File: src/rtl/gpu_timing_pkg.sv
// rtl/gpu_timing_pkg.sv - 640x480@60 timing constants, axis phase encoding and total helper
package gpu_timing_pkg;

  localparam int H_ACTIVE_640 = 640;
  localparam int H_FP_640     = 16;
  localparam int H_SYNC_640   = 96;
  localparam int H_BP_640     = 48;
  localparam int V_ACTIVE_480 = 480;
  localparam int V_FP_480     = 10;
  localparam int V_SYNC_480   = 2;
  localparam int V_BP_480     = 33;

  // Counters are 10 bits wide, so neither axis may exceed 1024 positions.
  localparam int AXIS_MAX_TOTAL = 1024;

  typedef enum logic [1:0] {
    PH_ACT  = 2'd0,
    PH_FP   = 2'd1,
    PH_SYNC = 2'd2,
    PH_BP   = 2'd3
  } phase_t;

  function automatic int axis_total(input int active, input int fp, input int sync, input int bp);
    return active + fp + sync + bp;
  endfunction

endpackage

File: src/rtl/vga_axis_counter.sv
// rtl/vga_axis_counter.sv - one timing axis: wrapping counter, ACT/FP/SYNC/BP phase and sync level
module vga_axis_counter
  import gpu_timing_pkg::*;
#(
  parameter int ACTIVE = H_ACTIVE_640,
  parameter int FP     = H_FP_640,
  parameter int SYNC   = H_SYNC_640,
  parameter int BP     = H_BP_640,
  parameter bit POL    = 1'b0
) (
  input  logic       vgaClk,
  input  logic       rst,
  input  logic       i_advance,
  output logic [9:0] o_count,
  output logic [1:0] o_phase,
  output logic [1:0] o_phase_next,
  output logic       o_sync,
  output logic       o_wrap
);

  localparam int TOTAL = axis_total(ACTIVE, FP, SYNC, BP);
  localparam logic [9:0] LAST       = 10'(TOTAL - 1);
  localparam logic [9:0] FP_START   = 10'(ACTIVE);
  localparam logic [9:0] SYNC_START = 10'(ACTIVE + FP);
  localparam logic [9:0] BP_START   = 10'(ACTIVE + FP + SYNC);

  if (ACTIVE < 1 || FP < 1 || SYNC < 1 || BP < 1) begin : g_bad_phase_len
    $error("vga_axis_counter: every phase length must be at least 1");
  end
  if (TOTAL > AXIS_MAX_TOTAL) begin : g_bad_total
    $error("vga_axis_counter: axis total %0d exceeds %0d", TOTAL, AXIS_MAX_TOTAL);
  end

  logic [9:0] r_count;
  phase_t     r_phase;
  logic       r_sync;
  logic       w_last;
  logic [9:0] w_next_count;
  phase_t     w_phase_next;

  assign w_last = (r_count == LAST);

  always_comb begin
    w_next_count = r_count;
    w_phase_next = r_phase;
    if (i_advance) begin
      w_next_count = w_last ? 10'd0 : r_count + 10'd1;
      case (r_phase)
        PH_ACT:  if (w_next_count == FP_START)   w_phase_next = PH_FP;
        PH_FP:   if (w_next_count == SYNC_START) w_phase_next = PH_SYNC;
        PH_SYNC: if (w_next_count == BP_START)   w_phase_next = PH_BP;
        PH_BP:   if (w_last)                     w_phase_next = PH_ACT;
        default:                                 w_phase_next = PH_BP;
      endcase
    end
  end

  // Reset parks the axis on its last position so the first free edge lands on 0.
  always_ff @(posedge vgaClk) begin
    if (rst) begin
      r_count <= LAST;
      r_phase <= PH_BP;
      r_sync  <= !POL;
    end else begin
      r_count <= w_next_count;
      r_phase <= w_phase_next;
      r_sync  <= (w_phase_next == PH_SYNC) ? POL : !POL;
    end
  end

  assign o_count      = r_count;
  assign o_phase      = r_phase;
  assign o_phase_next = w_phase_next;
  assign o_sync       = r_sync;
  assign o_wrap       = w_last;

endmodule

File: src/rtl/vga_timing_gen.sv
// rtl/vga_timing_gen.sv - programmable VGA timing generator with registered strobes and frame counter
module vga_timing_gen
  import gpu_timing_pkg::*;
#(
  parameter int H_ACTIVE   = H_ACTIVE_640,
  parameter int H_FP       = H_FP_640,
  parameter int H_SYNC     = H_SYNC_640,
  parameter int H_BP       = H_BP_640,
  parameter int V_ACTIVE   = V_ACTIVE_480,
  parameter int V_FP       = V_FP_480,
  parameter int V_SYNC     = V_SYNC_480,
  parameter int V_BP       = V_BP_480,
  parameter bit H_SYNC_POL = 1'b0,
  parameter bit V_SYNC_POL = 1'b0
) (
  input  logic       vgaClk,
  input  logic       rst,
  output logic [9:0] x,
  output logic [9:0] y,
  output logic       active,
  output logic       h_sync,
  output logic       v_sync,
  output logic       blanking_start,
  output logic       frame_start,
  output logic       line_start,
  output logic [7:0] frame_count
);

  logic [9:0] w_h_count;
  logic [1:0] w_h_phase;
  logic [1:0] w_h_phase_next;
  logic       w_h_sync;
  logic       w_h_wrap;
  logic [9:0] w_v_count;
  logic [1:0] w_v_phase;
  logic [1:0] w_v_phase_next;
  logic       w_v_sync;
  logic       w_v_wrap;
  logic       w_line_next;
  logic       w_frame_next;

  vga_axis_counter #(
    .ACTIVE(H_ACTIVE), .FP(H_FP), .SYNC(H_SYNC), .BP(H_BP), .POL(H_SYNC_POL)
  ) u_h_axis (
    .vgaClk      (vgaClk),
    .rst         (rst),
    .i_advance   (1'b1),
    .o_count     (w_h_count),
    .o_phase     (w_h_phase),
    .o_phase_next(w_h_phase_next),
    .o_sync      (w_h_sync),
    .o_wrap      (w_h_wrap)
  );

  vga_axis_counter #(
    .ACTIVE(V_ACTIVE), .FP(V_FP), .SYNC(V_SYNC), .BP(V_BP), .POL(V_SYNC_POL)
  ) u_v_axis (
    .vgaClk      (vgaClk),
    .rst         (rst),
    .i_advance   (w_h_wrap),
    .o_count     (w_v_count),
    .o_phase     (w_v_phase),
    .o_phase_next(w_v_phase_next),
    .o_sync      (w_v_sync),
    .o_wrap      (w_v_wrap)
  );

  // Strobes are computed from the position the counters move to, so they line up with x/y.
  assign w_line_next  = (w_h_phase == PH_BP) && (w_h_phase_next == PH_ACT);
  assign w_frame_next = w_line_next && w_v_wrap;

  logic       r_active;
  logic       r_blanking_start;
  logic       r_frame_start;
  logic       r_line_start;
  logic [7:0] r_frame_count;
  logic       r_first_frame;

  always_ff @(posedge vgaClk) begin
    if (rst) begin
      r_active         <= 1'b0;
      r_blanking_start <= 1'b0;
      r_frame_start    <= 1'b0;
      r_line_start     <= 1'b0;
      r_frame_count    <= 8'd0;
      r_first_frame    <= 1'b1;
    end else begin
      r_active         <= (w_h_phase_next == PH_ACT) && (w_v_phase_next == PH_ACT);
      r_blanking_start <= (w_v_phase == PH_ACT) && (w_v_phase_next == PH_FP);
      r_frame_start    <= w_frame_next;
      r_line_start     <= w_line_next;
      r_first_frame    <= 1'b0;
      // The frame entered straight out of reset is frame 0, not an increment.
      if (w_frame_next && !r_first_frame) begin
        r_frame_count <= r_frame_count + 8'd1;
      end
    end
  end

  assign x              = w_h_count;
  assign y              = w_v_count;
  assign active         = r_active;
  assign h_sync         = w_h_sync;
  assign v_sync         = w_v_sync;
  assign blanking_start = r_blanking_start;
  assign frame_start    = r_frame_start;
  assign line_start     = r_line_start;
  assign frame_count    = r_frame_count;

endmodule

File: config.mk
export PLATFORM = sky130hd
export DESIGN_NAME = vga_timing_gen
export DESIGN_NICKNAME = d
export VERILOG_FILES = /design/src/rtl/gpu_timing_pkg.sv /design/src/rtl/vga_axis_counter.sv /design/src/rtl/vga_timing_gen.sv
export SDC_FILE = /design/constraint.sdc
export NUM_CORES = 1
export LEC_CHECK = 0
export ABC_AREA = 0
export BUFFER_PORTS_ARGS = -buffer_cell sky130_fd_sc_hd__clkbuf_2
export CAP_MARGIN = 10
export CORE_MARGIN = 5
export CORE_UTILIZATION = 30
export CTS_CLUSTER_SIZE = 24
export DETAILED_ROUTE_END_ITERATION = 16
export HOLD_SLACK_MARGIN = 0.03
export PLACE_DENSITY = 0.54
export SYNTH_ARGS = -nofsm -noshare
export SYNTH_HDL_FRONTEND = slang
export SYNTH_SLANG_ARGS = --single-unit
File: constraint.sdc
create_clock -name vgaClk -period 2.8 [get_ports vgaClk]
set_input_delay 0.56 -clock vgaClk [delete_from_list [all_inputs] [get_ports vgaClk]]
set_output_delay 0.56 -clock vgaClk [all_outputs]
set_load 0.05 [all_outputs]
==> out/metrics.csv <==
stage,metric,value,unit
run_status,status,"finished, final reports clean",
clock_network,cts-root-buf,clkbuf_8,
floorplan,die_y,94.8,µm
synth,synth_top_area_share,0.362,
synth,synth_edf_count,0,
clock_network,cts_tree,yes,
detailed_routing,drt-initial-drc-count,51,
sta,fmax,390,MHz
detailed_routing,wirelength,5.09,mm
global_routing,grt_max_degree,26,
clock_network,clock_sinks,39,
global_routing,antenna_found_initial,0,
detailed_routing,wl_met2,2.26,mm
pwr,power.internal,1460,µW
pwr,powerDensity,1100,nW/µm²
synth,syn_nets,259,
sta,skew,0.00869,ns
critical_path,arrival,2.73,ns
sta,relSlewSlack,0.655,
critical_path,cp_cell_sequence,ha_1 -> nand3_2 -> or3_1 -> a21oi_1 -> and4_1 -> a32oi_1 -> or4_1,
global_routing,grt_pass1_wl,8.74,mm
sta,grt_setup_unrepaired,false,
synth,synth.avg_cell_area,8.59,µm²
placed_design,place.gp.congestion,0.799,
critical_path,timing_worst_setup_path_type,reg -> reg,
pwr,seqPwrFrac,0.319,
detailed_routing,drt_pass1_iterations,4,
critical_path,critical_path_buf_inv_count,0,
layout,area_growth,17.3,%
clock_network,clk_pin_slew,0.08,ns
flow_run,cap_violations,0,
clock_network,ctsResizeCount,0,
detailed_routing,wl_per_cell,13.3,µm
floorplan,rows,31,
critical_path,end_kind,flop,
pwr,clock_power_share,0.175,
critical_path,crit_fanout,9,
pwr,p_comb_frac,0.506,
clock_network,cts_setup_buffers,0,
clock_network,cts_max_path_buffers,2,
global_routing,grt_overflow,0,
critical_path,start_kind,flop,
floorplan,ios,36,
synth,synth_ff_type,dfxtp_1,
pwr,total_power,2790,µW
pwr,p_leak,0.000968,µW
floorplan,initial_core_util,0.302,
critical_path,cp_slowest_cell,or4_1,
sta,slew_viol_final,0,
clock_network,hold_buffers,0,
critical_path,slowest_delay,0.51,ns
clock_network,clk_latency,0.29,ns
critical_path,crit_cells,7,
placed_design,port_buffers,35,
pwr,irDropWorstVdd,0.285,mV
synth,synth.area.top_cells,"dfxtp_1 (36%), xor2_1 (4.9%), nor2_1 (4.4%), nand2_1 (4.0%), xnor2_1 (3.7%)",
detailed_routing,met3_length,187,µm
critical_path,crit_family,simple AND/OR/NAND/NOR gates,
synth,synth.yosys.seq_area_share,0.362,
layout,layout.cells.non_filler,384,
sta,tightest_slew,0.518,ns
sta,timing.final.crit_share,0.917,
floorplan,dieArea,8990,µm²
global_routing,grt_use_total,0.121,
placed_design,dp.cells,376,
sta,finalSetupViolations,0,
synth,yosys.area.top_type,dfxtp_1,
layout,nets,292,
synth,synth_common_cells,"dfxtp_1 (39), nor2_1 (25), nand2_1 (23), a21oi_1 (14), xor2_1 (12)",
sta,layout_min_cycle_time,2.57,ns
synth,ys_warn_count,0,
detailed_routing,wl_met1,2.59,mm
critical_path,r2r_cells,7,
placed_design,detailed_place_hpwl,3.74,mm
sta,finalSetupTns,0,ns
detailed_routing,drtAntennaViolNets,0,
floorplan,coreArea,7140,µm²
synth,yosysUniqueCellTypes,61,
layout,diodes,0,
detailed_routing,viasPerCell,4.89,
pwr,p_sw,1330,µW
clock_network,cts_buffers,5,
sta,hold_viol,0,
clock_network,h-tree-depth,2,
pwr,swShare,0.476,
synth,synth.most_common_cell,dfxtp_1,
detailed_routing,top_layer_used,met4,
min_path,hold_class,reg -> reg,
synth,synthesis.area,2160,µm²
critical_path,required,2.96,ns
detailed_routing,num_vias,1877,
floorplan,die_w,94.8,µm
global_routing,grt_pass1_vias,1716,
synth,ys_ff_latch,39,
min_path,hold_depth,2,
synth,postSynthCellCount,251,
synth,async_flop_share,0,
detailed_routing,route.detailed.drc,0,
layout,drive_gt1_frac,0.232,
## tightest hold or removal path, delay by kind of cell, from the launching register on
kind	cells	cell delay (ns)
flip-flops	1	0.32
AO/OA/AOI/OAI	2	0.13
## layer usage
| metal | vias up | global-route usage |
|---|---|---|
| li1 | 953 | - |
| met5 | - | 0 |
| met3 | 5 | 0.0223 |
| met2 | 35 | 0.190 |
| met4 | 0 | 0.0325 |
| met1 | 884 | 0.171 |
## cell families (layout without fill, tap and decap cells)
group / Yosys count / in the layout / share of synthesized area
adder cells (fa/ha/maj): 6 / 6 / 0.0348
flip-flops: 39 / 39 / 0.362
buffers and inverters: 19 / 53 / 0.0481
AO/OA/AOI/OAI: 45 / 45 / 0.135
XOR/XNOR: 21 / 21 / 0.0853
multiplexers: 3 / 3 / 0.0145
AND/OR/NAND/NOR: 118 / 118 / 0.320
## through the flow
step	cell area [µm²]	util	hold slack (ns)	setup slack (ns)
2_1_floorplan	2160	-	0.491	0.193
4_1_cts	2530	0.354	0.503	0.243
6_report	2530	0.354	0.496	0.233
3_5_place_dp	2410	0.338	0.488	0.265
5_1_grt	2530	0.354	0.522	0.0330
3_3_place_gp	2410	0.338	0.475	0.229
## cell usage in the layout (no fill, tap or decap), types with 2 or more instances in the layout
cell type / netlist / layout
o22ai_1: 3 / 3
and2_1: 4 / 4
buf_4: 1 / 6
a311oi_1: 2 / 2
mux2i_1: 2 / 2
o21bai_1: 2 / 2
a21oi_1: 14 / 14
o21ai_0: 11 / 11
and4_1: 2 / 2
dfxtp_1: 39 / 39
nand3_1: 7 / 7
nand2b_1: 4 / 4
clkbuf_2: 1 / 35
nor2b_1: 3 / 3
nor2_1: 25 / 25
nand3b_1: 2 / 2
or2_2: 3 / 3
nor3_1: 10 / 10
xor2_1: 12 / 12
ha_1: 6 / 6
or3_1: 6 / 6
nand4_1: 4 / 4
xnor2_1: 9 / 9
and3_2: 2 / 2
nor4_1: 2 / 2
and3b_1: 2 / 2
inv_1: 4 / 4
clkbuf_8: 0 / 6
nand2_1: 23 / 23
and3_1: 4 / 4
## flip-flops by register name (all words and copies together) (netlist names), 2 cells and up
register          flops
u_h_axis.o_count     10
u_h_axis.o_phase      2
u_v_axis.o_count     10
u_v_axis.o_phase      2
frame_count           8
## power groups by stage
stage	Combinational [µW]	Sequential, µW	Clock (µW)
finish	1410	889	490
global route	1540	918	532
CTS	1420	889	513
detailed placement	1410	901	0
global placement	1420	902	0
floorplan	834	1160	0
## path summary, 6_finish.rpt
| check | startpoint | end | slack (ns) |
|---|---|---|---|
| max | u_v_axis.o_count[0] | u_v_axis.o_sync | 0.23 |
| min | frame_count[7] | frame_count[7] | 0.50 |
| max reg2reg | u_v_axis.o_count[0] | u_v_axis.o_sync | 0.23 |
| min reg2reg | frame_count[7] | frame_count[7] | 0.50 |
## final cells by class
type	instances	area, µm²
Clock inverter	2	35.0
Timing Repair Buffer	41	220
Fill cell	799	4610
Multi-Input combinational cell	193	1270
Inverter	4	15.0
Tap cell	99	124
Clock buffer	6	82.6
Sequential cell	39	781
No activity file was read; power rests on OpenSTA's default activity.
